**config.mk**
```make
export PLATFORM = sky130hd
export DESIGN_NAME = tarea1_onchip_mem_arbiter_flat
export DESIGN_NICKNAME = d
export VERILOG_FILES = /design/src/rtl/tarea1_arb_pkg.sv /design/src/rtl/tarea1_onchip_mem_arbiter_if.sv /design/src/rtl/tarea1_rr_arb2.sv /design/src/rtl/tarea1_onchip_mem_arbiter.sv /design/src/flat_wrapper.sv
export SDC_FILE = /design/constraint.sdc
export NUM_CORES = 1
export LEC_CHECK = 0
export CAP_MARGIN = 20
export CORE_AREA = 2 2 95 97
export DETAILED_ROUTE_END_ITERATION = 16
export DIE_AREA = 0 0 97 99
export GPL_TIMING_DRIVEN = 0
export PLACE_DENSITY = 0.62
export SETUP_SLACK_MARGIN = 0.3
export SLEW_MARGIN = 10
export SYNTH_ARGS = -nofsm -noshare
export SYNTH_HDL_FRONTEND = slang
export SYNTH_SLANG_ARGS = --single-unit
```
**constraint.sdc**
```tcl
create_clock -name clk -period 1.8 [get_ports clk]
set_input_delay 0.36 -clock clk [delete_from_list [all_inputs] [get_ports clk]]
set_output_delay 0.36 -clock clk [all_outputs]
set_load 0.05 [all_outputs]
```
**src/rtl/tarea1_arb_pkg.sv**
```systemverilog
// Shared types and defaults for the two-master on-chip memory arbiter.
// Latency: n/a (types and constants only).
// Backpressure: n/a.
package tarea1_arb_pkg;

    localparam int ADDR_W_DEF = 10;
    localparam int DATA_W_DEF = 32;

    // Index of a master port (0 or 1).
    typedef logic owner_t;

    // One tag-pipeline stage: a read is in flight and which master gets its data.
    typedef struct packed {
        logic   valid;
        owner_t owner;
    } tag_t;

endpackage

```
**src/rtl/tarea1_onchip_mem_arbiter_if.sv**
```systemverilog
// Avalon-MM style master port bundle: command from the master, waitrequest and read response back.
// Latency: n/a (wiring only).
// Backpressure: waitrequest stalls the master, which must hold its command stable while stalled.
interface tarea1_onchip_mem_arbiter_if
    import tarea1_arb_pkg::*;
#(
    parameter int ADDR_W = ADDR_W_DEF,
    parameter int DATA_W = DATA_W_DEF
);
    logic [ADDR_W-1:0]   address;
    logic [DATA_W/8-1:0] byteenable;
    logic                read;
    logic                write;
    logic [DATA_W-1:0]   writedata;
    logic                waitrequest;
    logic [DATA_W-1:0]   readdata;
    logic                readdatavalid;

    modport master (
        output address, byteenable, read, write, writedata,
        input  waitrequest, readdata, readdatavalid
    );

    modport slave (
        input  address, byteenable, read, write, writedata,
        output waitrequest, readdata, readdatavalid
    );
endinterface

```
**src/rtl/tarea1_rr_arb2.sv**
```systemverilog
// Two-way round-robin grant with a registered last-grant pointer.
// Latency: grant is combinational, same cycle as the request.
// Backpressure: the loser of a contention is simply not granted; it wins the next contention.
module tarea1_rr_arb2
    import tarea1_arb_pkg::*;
(
    input  logic       clk,
    input  logic       reset,
    input  logic [1:0] req,
    output logic [1:0] grant,
    output logic       grant_any,
    output owner_t     winner
);

    owner_t last_grant;

    // Pick the winner: a lone requester wins, a tie goes to whoever did not win last.
    always_comb begin
        winner = 1'b0;
        if (req == 2'b11) begin
            winner = ~last_grant;
        end else if (req[1]) begin
            winner = 1'b1;
        end
    end

    assign grant_any = |req;
    assign grant     = grant_any ? (winner ? 2'b10 : 2'b01) : 2'b00;

    // Remember the last winner; reset to 1 so master 0 wins the first contention.
    always_ff @(posedge clk or posedge reset) begin
        if (reset) begin
            last_grant <= 1'b1;
        end else if (grant_any) begin
            last_grant <= winner;
        end
    end

endmodule

```
**src/rtl/tarea1_onchip_mem_arbiter.sv**
```systemverilog
// Shares one on-chip memory port between two masters with round-robin arbitration.
// Latency: command reaches memory in the grant cycle; read data returns READ_LATENCY cycles later.
// Backpressure: the losing master sees waitrequest; one access per cycle with no bubbles.
module tarea1_onchip_mem_arbiter
    import tarea1_arb_pkg::*;
#(
    parameter int ADDR_W       = ADDR_W_DEF,
    parameter int DATA_W       = DATA_W_DEF,
    parameter int READ_LATENCY = 1
)(
    input  logic                         clk,
    input  logic                         reset,
    tarea1_onchip_mem_arbiter_if.slave   m0,
    tarea1_onchip_mem_arbiter_if.slave   m1,
    output logic [ADDR_W-1:0]            mem_address,
    output logic [DATA_W/8-1:0]          mem_byteenable,
    output logic                         mem_chipselect,
    output logic                         mem_write,
    output logic [DATA_W-1:0]            mem_writedata,
    output logic                         mem_clken,
    input  logic [DATA_W-1:0]            mem_readdata
);

    logic [1:0] req;
    logic [1:0] grant;
    logic       grant_any;
    owner_t     winner;
    logic       win_write;
    tag_t       tag_q [READ_LATENCY];
    tag_t       tag_last;

    // A write with read also high counts as a write; either one is a request.
    assign req = {m1.read | m1.write, m0.read | m0.write};

    tarea1_rr_arb2 u_arb (
        .clk       (clk),
        .reset     (reset),
        .req       (req),
        .grant     (grant),
        .grant_any (grant_any),
        .winner    (winner)
    );

    // Steer the winner's command to memory; with no grant the m0 fields pass through as don't-care.
    always_comb begin
        mem_address    = m0.address;
        mem_byteenable = m0.byteenable;
        mem_writedata  = m0.writedata;
        win_write      = m0.write;
        if (grant_any && winner == 1'b1) begin
            mem_address    = m1.address;
            mem_byteenable = m1.byteenable;
            mem_writedata  = m1.writedata;
            win_write      = m1.write;
        end
    end

    // Reset blocks any access from reaching memory and stalls both masters.
    assign mem_chipselect = grant_any & ~reset;
    assign mem_write      = grant_any & win_write & ~reset;
    assign mem_clken      = 1'b1;

    assign m0.waitrequest = reset | (req[0] & ~grant[0]);
    assign m1.waitrequest = reset | (req[1] & ~grant[1]);

    // Track each granted read through the memory latency so its data is routed to the right master.
    always_ff @(posedge clk or posedge reset) begin
        if (reset) begin
            for (int i = 0; i < READ_LATENCY; i++) begin
                tag_q[i] <= '0;
            end
        end else begin
            tag_q[0] <= '{valid: grant_any & ~win_write, owner: winner};
            for (int i = 1; i < READ_LATENCY; i++) begin
                tag_q[i] <= tag_q[i-1];
            end
        end
    end

    assign tag_last = tag_q[READ_LATENCY-1];

    assign m0.readdatavalid = tag_last.valid & (tag_last.owner == 1'b0);
    assign m1.readdatavalid = tag_last.valid & (tag_last.owner == 1'b1);
    assign m0.readdata      = mem_readdata;
    assign m1.readdata      = mem_readdata;

endmodule

```
**src/flat_wrapper.sv**
```systemverilog
// flat-port wrapper written by rule: the top's interface ports become plain ports
module tarea1_onchip_mem_arbiter_flat import tarea1_arb_pkg::*;
#(
    parameter int ADDR_W       = ADDR_W_DEF,
    parameter int DATA_W       = DATA_W_DEF,
    parameter int READ_LATENCY = 1
)
  (clk, reset, mem_address, mem_byteenable, mem_chipselect, mem_write, mem_writedata, mem_clken, mem_readdata, m0_address, m0_byteenable, m0_read, m0_write, m0_writedata, m0_waitrequest, m0_readdata, m0_readdatavalid, m1_address, m1_byteenable, m1_read, m1_write, m1_writedata, m1_waitrequest, m1_readdata, m1_readdatavalid);
  tarea1_onchip_mem_arbiter_if #(.ADDR_W(ADDR_W), .DATA_W(DATA_W)) m0_i ();
  tarea1_onchip_mem_arbiter_if #(.ADDR_W(ADDR_W), .DATA_W(DATA_W)) m1_i ();
  input  logic clk;
  input  logic reset;
  output logic [ADDR_W-1:0] mem_address;
  output logic [DATA_W/8-1:0] mem_byteenable;
  output logic mem_chipselect;
  output logic mem_write;
  output logic [DATA_W-1:0] mem_writedata;
  output logic mem_clken;
  input  logic [DATA_W-1:0] mem_readdata;
  input wire logic [$bits(m0_i.address)-1:0] m0_address;
  input wire logic [$bits(m0_i.byteenable)-1:0] m0_byteenable;
  input wire logic [$bits(m0_i.read)-1:0] m0_read;
  input wire logic [$bits(m0_i.write)-1:0] m0_write;
  input wire logic [$bits(m0_i.writedata)-1:0] m0_writedata;
  output wire logic [$bits(m0_i.waitrequest)-1:0] m0_waitrequest;
  output wire logic [$bits(m0_i.readdata)-1:0] m0_readdata;
  output wire logic [$bits(m0_i.readdatavalid)-1:0] m0_readdatavalid;
  input wire logic [$bits(m1_i.address)-1:0] m1_address;
  input wire logic [$bits(m1_i.byteenable)-1:0] m1_byteenable;
  input wire logic [$bits(m1_i.read)-1:0] m1_read;
  input wire logic [$bits(m1_i.write)-1:0] m1_write;
  input wire logic [$bits(m1_i.writedata)-1:0] m1_writedata;
  output wire logic [$bits(m1_i.waitrequest)-1:0] m1_waitrequest;
  output wire logic [$bits(m1_i.readdata)-1:0] m1_readdata;
  output wire logic [$bits(m1_i.readdatavalid)-1:0] m1_readdatavalid;
  assign m0_i.address = m0_address;
  assign m0_i.byteenable = m0_byteenable;
  assign m0_i.read = m0_read;
  assign m0_i.write = m0_write;
  assign m0_i.writedata = m0_writedata;
  assign m0_waitrequest = m0_i.waitrequest;
  assign m0_readdata = m0_i.readdata;
  assign m0_readdatavalid = m0_i.readdatavalid;
  assign m1_i.address = m1_address;
  assign m1_i.byteenable = m1_byteenable;
  assign m1_i.read = m1_read;
  assign m1_i.write = m1_write;
  assign m1_i.writedata = m1_writedata;
  assign m1_waitrequest = m1_i.waitrequest;
  assign m1_readdata = m1_i.readdata;
  assign m1_readdatavalid = m1_i.readdatavalid;
  tarea1_onchip_mem_arbiter #(.ADDR_W(ADDR_W), .DATA_W(DATA_W), .READ_LATENCY(READ_LATENCY)) u_core (.clk(clk), .reset(reset), .m0(m0_i), .m1(m1_i), .mem_address(mem_address), .mem_byteenable(mem_byteenable), .mem_chipselect(mem_chipselect), .mem_write(mem_write), .mem_writedata(mem_writedata), .mem_clken(mem_clken), .mem_readdata(mem_readdata));
endmodule
```
Word level (Yosys, flattened, before mapping)
Index checks and enable logic that the tools add are counted.
{"block": "op_classes", "eq_ne": 1, "muxes": 8, "bitwise": 18, "n_reduce_logical": 2}
{"cell": "$mux 32", "n": 1}
{"cell": "$mux 10", "n": 1}
{"cell": "$and 1x1->1", "n": 8}
{"cell": "$not 1->1", "n": 6}
{"cell": "$mux 2", "n": 2}
{"cell": "$mux 4", "n": 1}
{"cell": "$or 1x1->1", "n": 4}
{"cell": "$mux 1", "n": 3}
{"cell": "$eq 2x2->1 const B", "n": 1}
{"cell": "$reduce_or 2->1", "n": 1}
{"cell": "$logic_and 1x1->1", "n": 1}
{"block": "word_totals", "ff_bits": 3, "input_bits": 130, "out_inout_bits": 117, "elab_cells": 32}

Logic depth before layout (Yosys ltp)
{"block": "depth", "depth_word": 8, "depth_mapped": 5, "mapped_depth_nobuf": 3}

Modules after synthesis
From an unflattened synthesis, not the netlist that was laid out.
{"block": "hier_totals", "hier_cells": 141, "hier_area_um2": 1442.6}
{"mod": "tarea1_onchip_mem_arbiter", "instances": 1, "cells_each": 132, "area_per_inst_um2": 1371.3}
{"mod": "tarea1_rr_arb2", "instances": 1, "cells_each": 9, "area_per_inst_um2": 71.3}

Least setup slack after synthesis
OpenSTA, ideal clock, no wires.
{"block": "synth_timing", "kind": "flip-flop to output port", "start": "register u_core.u_arb.last_grant", "end": "output port mem_write", "arrival_time_ps": 1859, "t_required_ps": 1440, "slack_ps": -419, "path_stages_with_launch": 4, "path_buffers": 0, "path_cell_list": "dfstp_2 nand2b_1 a21oi_1 nor3b_1"}
{"block": "synth_via", "elab_chain_cells": 6}
{"item": "start, declared", "line": "tarea1_rr_arb2.sv:15", "rtl": "owner_t last_grant;"}
{"item": "start signal, assigned", "line": "tarea1_rr_arb2.sv:35", "rtl": "last_grant <= winner;"}
{"item": "$not 1->1", "line": "tarea1_rr_arb2.sv:21", "rtl": "winner = ~last_grant;"}
{"item": "$mux 1", "line": "tarea1_rr_arb2.sv:20", "rtl": "if (req == 2'b11) begin"}
{"item": "$logic_and 1x1->1", "line": "tarea1_onchip_mem_arbiter.sv:50", "rtl": "if (grant_any && winner == 1'b1) begin"}
{"item": "$mux 1", "line": "tarea1_onchip_mem_arbiter.sv:50"}
{"item": "$and 1x1->1 (2 in series)", "line": "tarea1_onchip_mem_arbiter.sv:60", "rtl": "assign mem_write = grant_any & win_write & ~reset;"}
{"item": "end, declared", "line": "flat_wrapper.sv:16", "rtl": "output logic mem_write;"}
Every way passes these cells.

Worst setup path in the final report
{"block": "layout_timing", "start": "register u_core.u_arb.last_grant", "end": "output port mem_writedata[17]"}
{"block": "layout_via", "elab_chain_cells": 4}
{"item": "$not 1->1", "line": "tarea1_rr_arb2.sv:21"}
{"item": "$mux 1", "line": "tarea1_rr_arb2.sv:20"}
{"item": "$logic_and 1x1->1", "line": "tarea1_onchip_mem_arbiter.sv:50"}
{"item": "$mux 32", "line": "tarea1_onchip_mem_arbiter.sv:50"}
{"item": "end, declared", "line": "flat_wrapper.sv:17", "rtl": "output logic [DATA_W-1:0] mem_writedata;"}
Every way passes these cells.

==> results.md <==
- Placed inst area: 0.00371 mm2
- Yosys warnings: 0
- Least-Margin Pin Slew: 0.506 ns
- Final worst setup slack: -0.357 ns
- First-pass GRT wire length: between 9 and 10 mm
- Final core occ: 0.467
- Post-Synthesis Cell Area: 0.00140 mm2
- Largest stage delay, worst path: between 0.5 and 0.6 ns
- Row cnt: 34
- RSZ-0062 raised after global routing: yes
- Crit path max fanout: 5
- Synth area leader: buf_4
- Most frequent cells in the layout: 92 x clkdlybuf4s50_1, 70 x buf_4, 67 x dlygate4sd2_1, 46 x mux2_4, 43 x buf_6
- Seq cells post-synth: 3
- Layout Cells excl Fill: 476
- Violated checks: setup timing
- Syn_nets: ~270
- Width of the chip: 97 um
- Pin count of the biggest net entering global routing: 11
- Post-DP HPWL: 5.40 mm
- Synth top area share: 0.355
- Final worst clock skew: about 0.00050 ns
- Design area: 0.00399 mm2
- CP arrival: 1.80 ns
- GPL Wtd Cong: about 0.72
- Input/output buffers: 213
- Avg Cell Area, Syn: 10.0 um2
- I/O pin count: 247
- Seq/Total Area, Yosys: 0.0547
- DP Cell Count: 460
- Root buffer cell: clkbuf_8
- Syn Inst Count: 139
- CTS tree: done
- Hold_ws: 0.202 ns
- FILL cells: between 800 and 900
- Clock Latency Late Sink: 0.21 ns
- Post-DR vias/cell: 3.62
- Setup violators final: 47
- DRT iter0 DRCs: 4
- Nets: 499
- DRC errors left: 0
- Clk buf depth: 2
- Total Routing Usage GR: 0.117
- Final Hold Fails: 0
- Top post-synthesis cells by area: buf_4 35%, mux2_4 31%, mux2_2 14%
- CP Class: reg2out
- Drt pass-1 iters: 2
- Die ar.: 0.00960 mm2
- Netlist cell types: 22
- Congestion Overflow GR: 0
- Vias in the first global route: about 1800
- Crit path capture type: primary output
- Max IR drop VDD: 433 uV
- Antenna violations before repair: 0
- Initial Util: 0.163
- Routed via count: 1724
- CP startpoint kind: register
- Hold WC Path Type: in2async
- Diode count: 0
- CP max stage cell: dfstp_2
- Pwr per Cell Area: 633 mW/mm2
- Final WL: 6.28 mm
- Crit path cell chain: o21ai_2 -> nor2b_4 -> buf_12 -> buf_12 -> buf_16 -> mux2_4 -> buf_8
- Final Cycle Share: 1.20
- Critical path required time: 1.44 ns
- Ratio of cells with drive above 1 in the final layout: 0.522
- Area Overhead vs Synth: 186%
- MaxCap Viol Count: 0
- Slew Limit Fails: 0
- Fmax: 464 MHz
- Outcome: finished, violations left
- Number of buffers created by CTS: 3
- Commonest non-fill, non-tap cell in the layout: clkdlybuf4s50_1
- Clock Sinks: 3
- Slew HR: 0.664
- Tmin final: 2.16 ns
- DIE HEIGHT: 99 um
- CP most frequent cell: buf_12
- Leak: slightly below 2 nW
- Setup WS pre-CTS: -1.21 ns
- H-Tree Depth: 1
- CTS clk-pin slew, worst paths: 0.03 ns
- Total core area: roughly 0.0086 mm2
- WL/cell: 13.2 um
- Routed Antenna Nets: 0
-- state kept, by name, indices dropped and copies added (netlist names) --
name,flops
u_core.tag_last,2
u_core.u_arb.last_grant,1
-- metrics by stage --
step	TNS [ns]	total power, mW
6_report	-13.12	2.53
5_1_grt	-15.49	2.62
2_1_floorplan	0	1.47
4_1_cts	-13.06	2.49
3_3_place_gp	-55.04	2.13
3_5_place_dp	-54.82	2.14
-- metal layers --
metal	global-route usage	part of all wire	vias up
met5	0	0	-
met4	0.0163	0.0065	0
met3	0.0248	0.060	4
met2	0.229	0.57	86
met1	0.133	0.37	771
li1	-	-	863
-- logic make-up after synthesis --
group | Yosys count | synth area share
buf+inv | 71 | 0.409
compound gates | 8 | 0.0358
flops | 3 | 0.0547
other cells | 1 | 0.00269
simple gates | 10 | 0.0493
mux | 46 | 0.449
-- path summary, 6_finish.rpt --
| check | startpoint | slack (ns) | cells after the start | to |
|---|---|---|---|---|
| setup / recovery | u_core.u_arb.last_grant | -0.36 | 7 | mem_writedata[17] |
| setup reg to reg | u_core.u_arb.last_grant | 0.65 | 4 | u_core.tag_last[0] |
| hold reg to reg | u_core.u_arb.last_grant | 0.70 | 3 | u_core.u_arb.last_grant |
| min in group clk | m0_write | 0.56 | 4 | u_core.tag_last[1] |
| max in group asynchronous | reset | 1.39 | 2 | u_core.u_arb.last_grant |
| hold / removal | reset | 0.20 | 2 | u_core.tag_last[1] |
-- synthesized netlist by cell type (all sizes together) --
master / n
and2: 1
o21ai: 3
dfstp: 1
dfrtp: 2
nor2: 2
conb: 1
nand2b: 1
inv: 1
nor2b: 3
nor3b: 1
nand2: 2
o31a: 1
o31ai: 1
a21oi: 3
buf: 70
mux2: 46
-- cell type report --
cell class | instances | area [um2] | share of cell area
buffer | 70 | 588 | 0.147
clock buffer | 4 | 45.0 | 0.0113
timing repair buffer | 225 | 2320 | 0.581
inverter | 1 | 3.75 | 0.000941
sequential | 3 | 76.3 | 0.0191
multi-input combinational | 65 | 823 | 0.206
tap | 108 | 135 | 0.0339
-- worst max-delay path: cells and delay by family (launching register included) --
kind	cells	cell delay [ns]
and+or+nand+nor	1	0.14
buffers and inverters	4	0.54
AOI/OAI and AO/OA	1	0.06
DFF	1	0.53
muxes	1	0.30
-- what timing repair did --
item	in CTS	in global routing
gates cloned	2	1
gates resized for setup	443	14
hold buffers	0	0
endpoints found under the setup margin	116	50
pin swaps	1	3
setup buffers	8	1
-- report_power, final --
group          total, mW  internal, mW  switching [mW]
Combinational       2.25          1.07            1.18
Clock              0.191         0.151          0.0399
Sequential        0.0883        0.0819         0.00635
Total               2.53          1.30            1.23
Note: power is estimated with default switching activity, not from simulation.
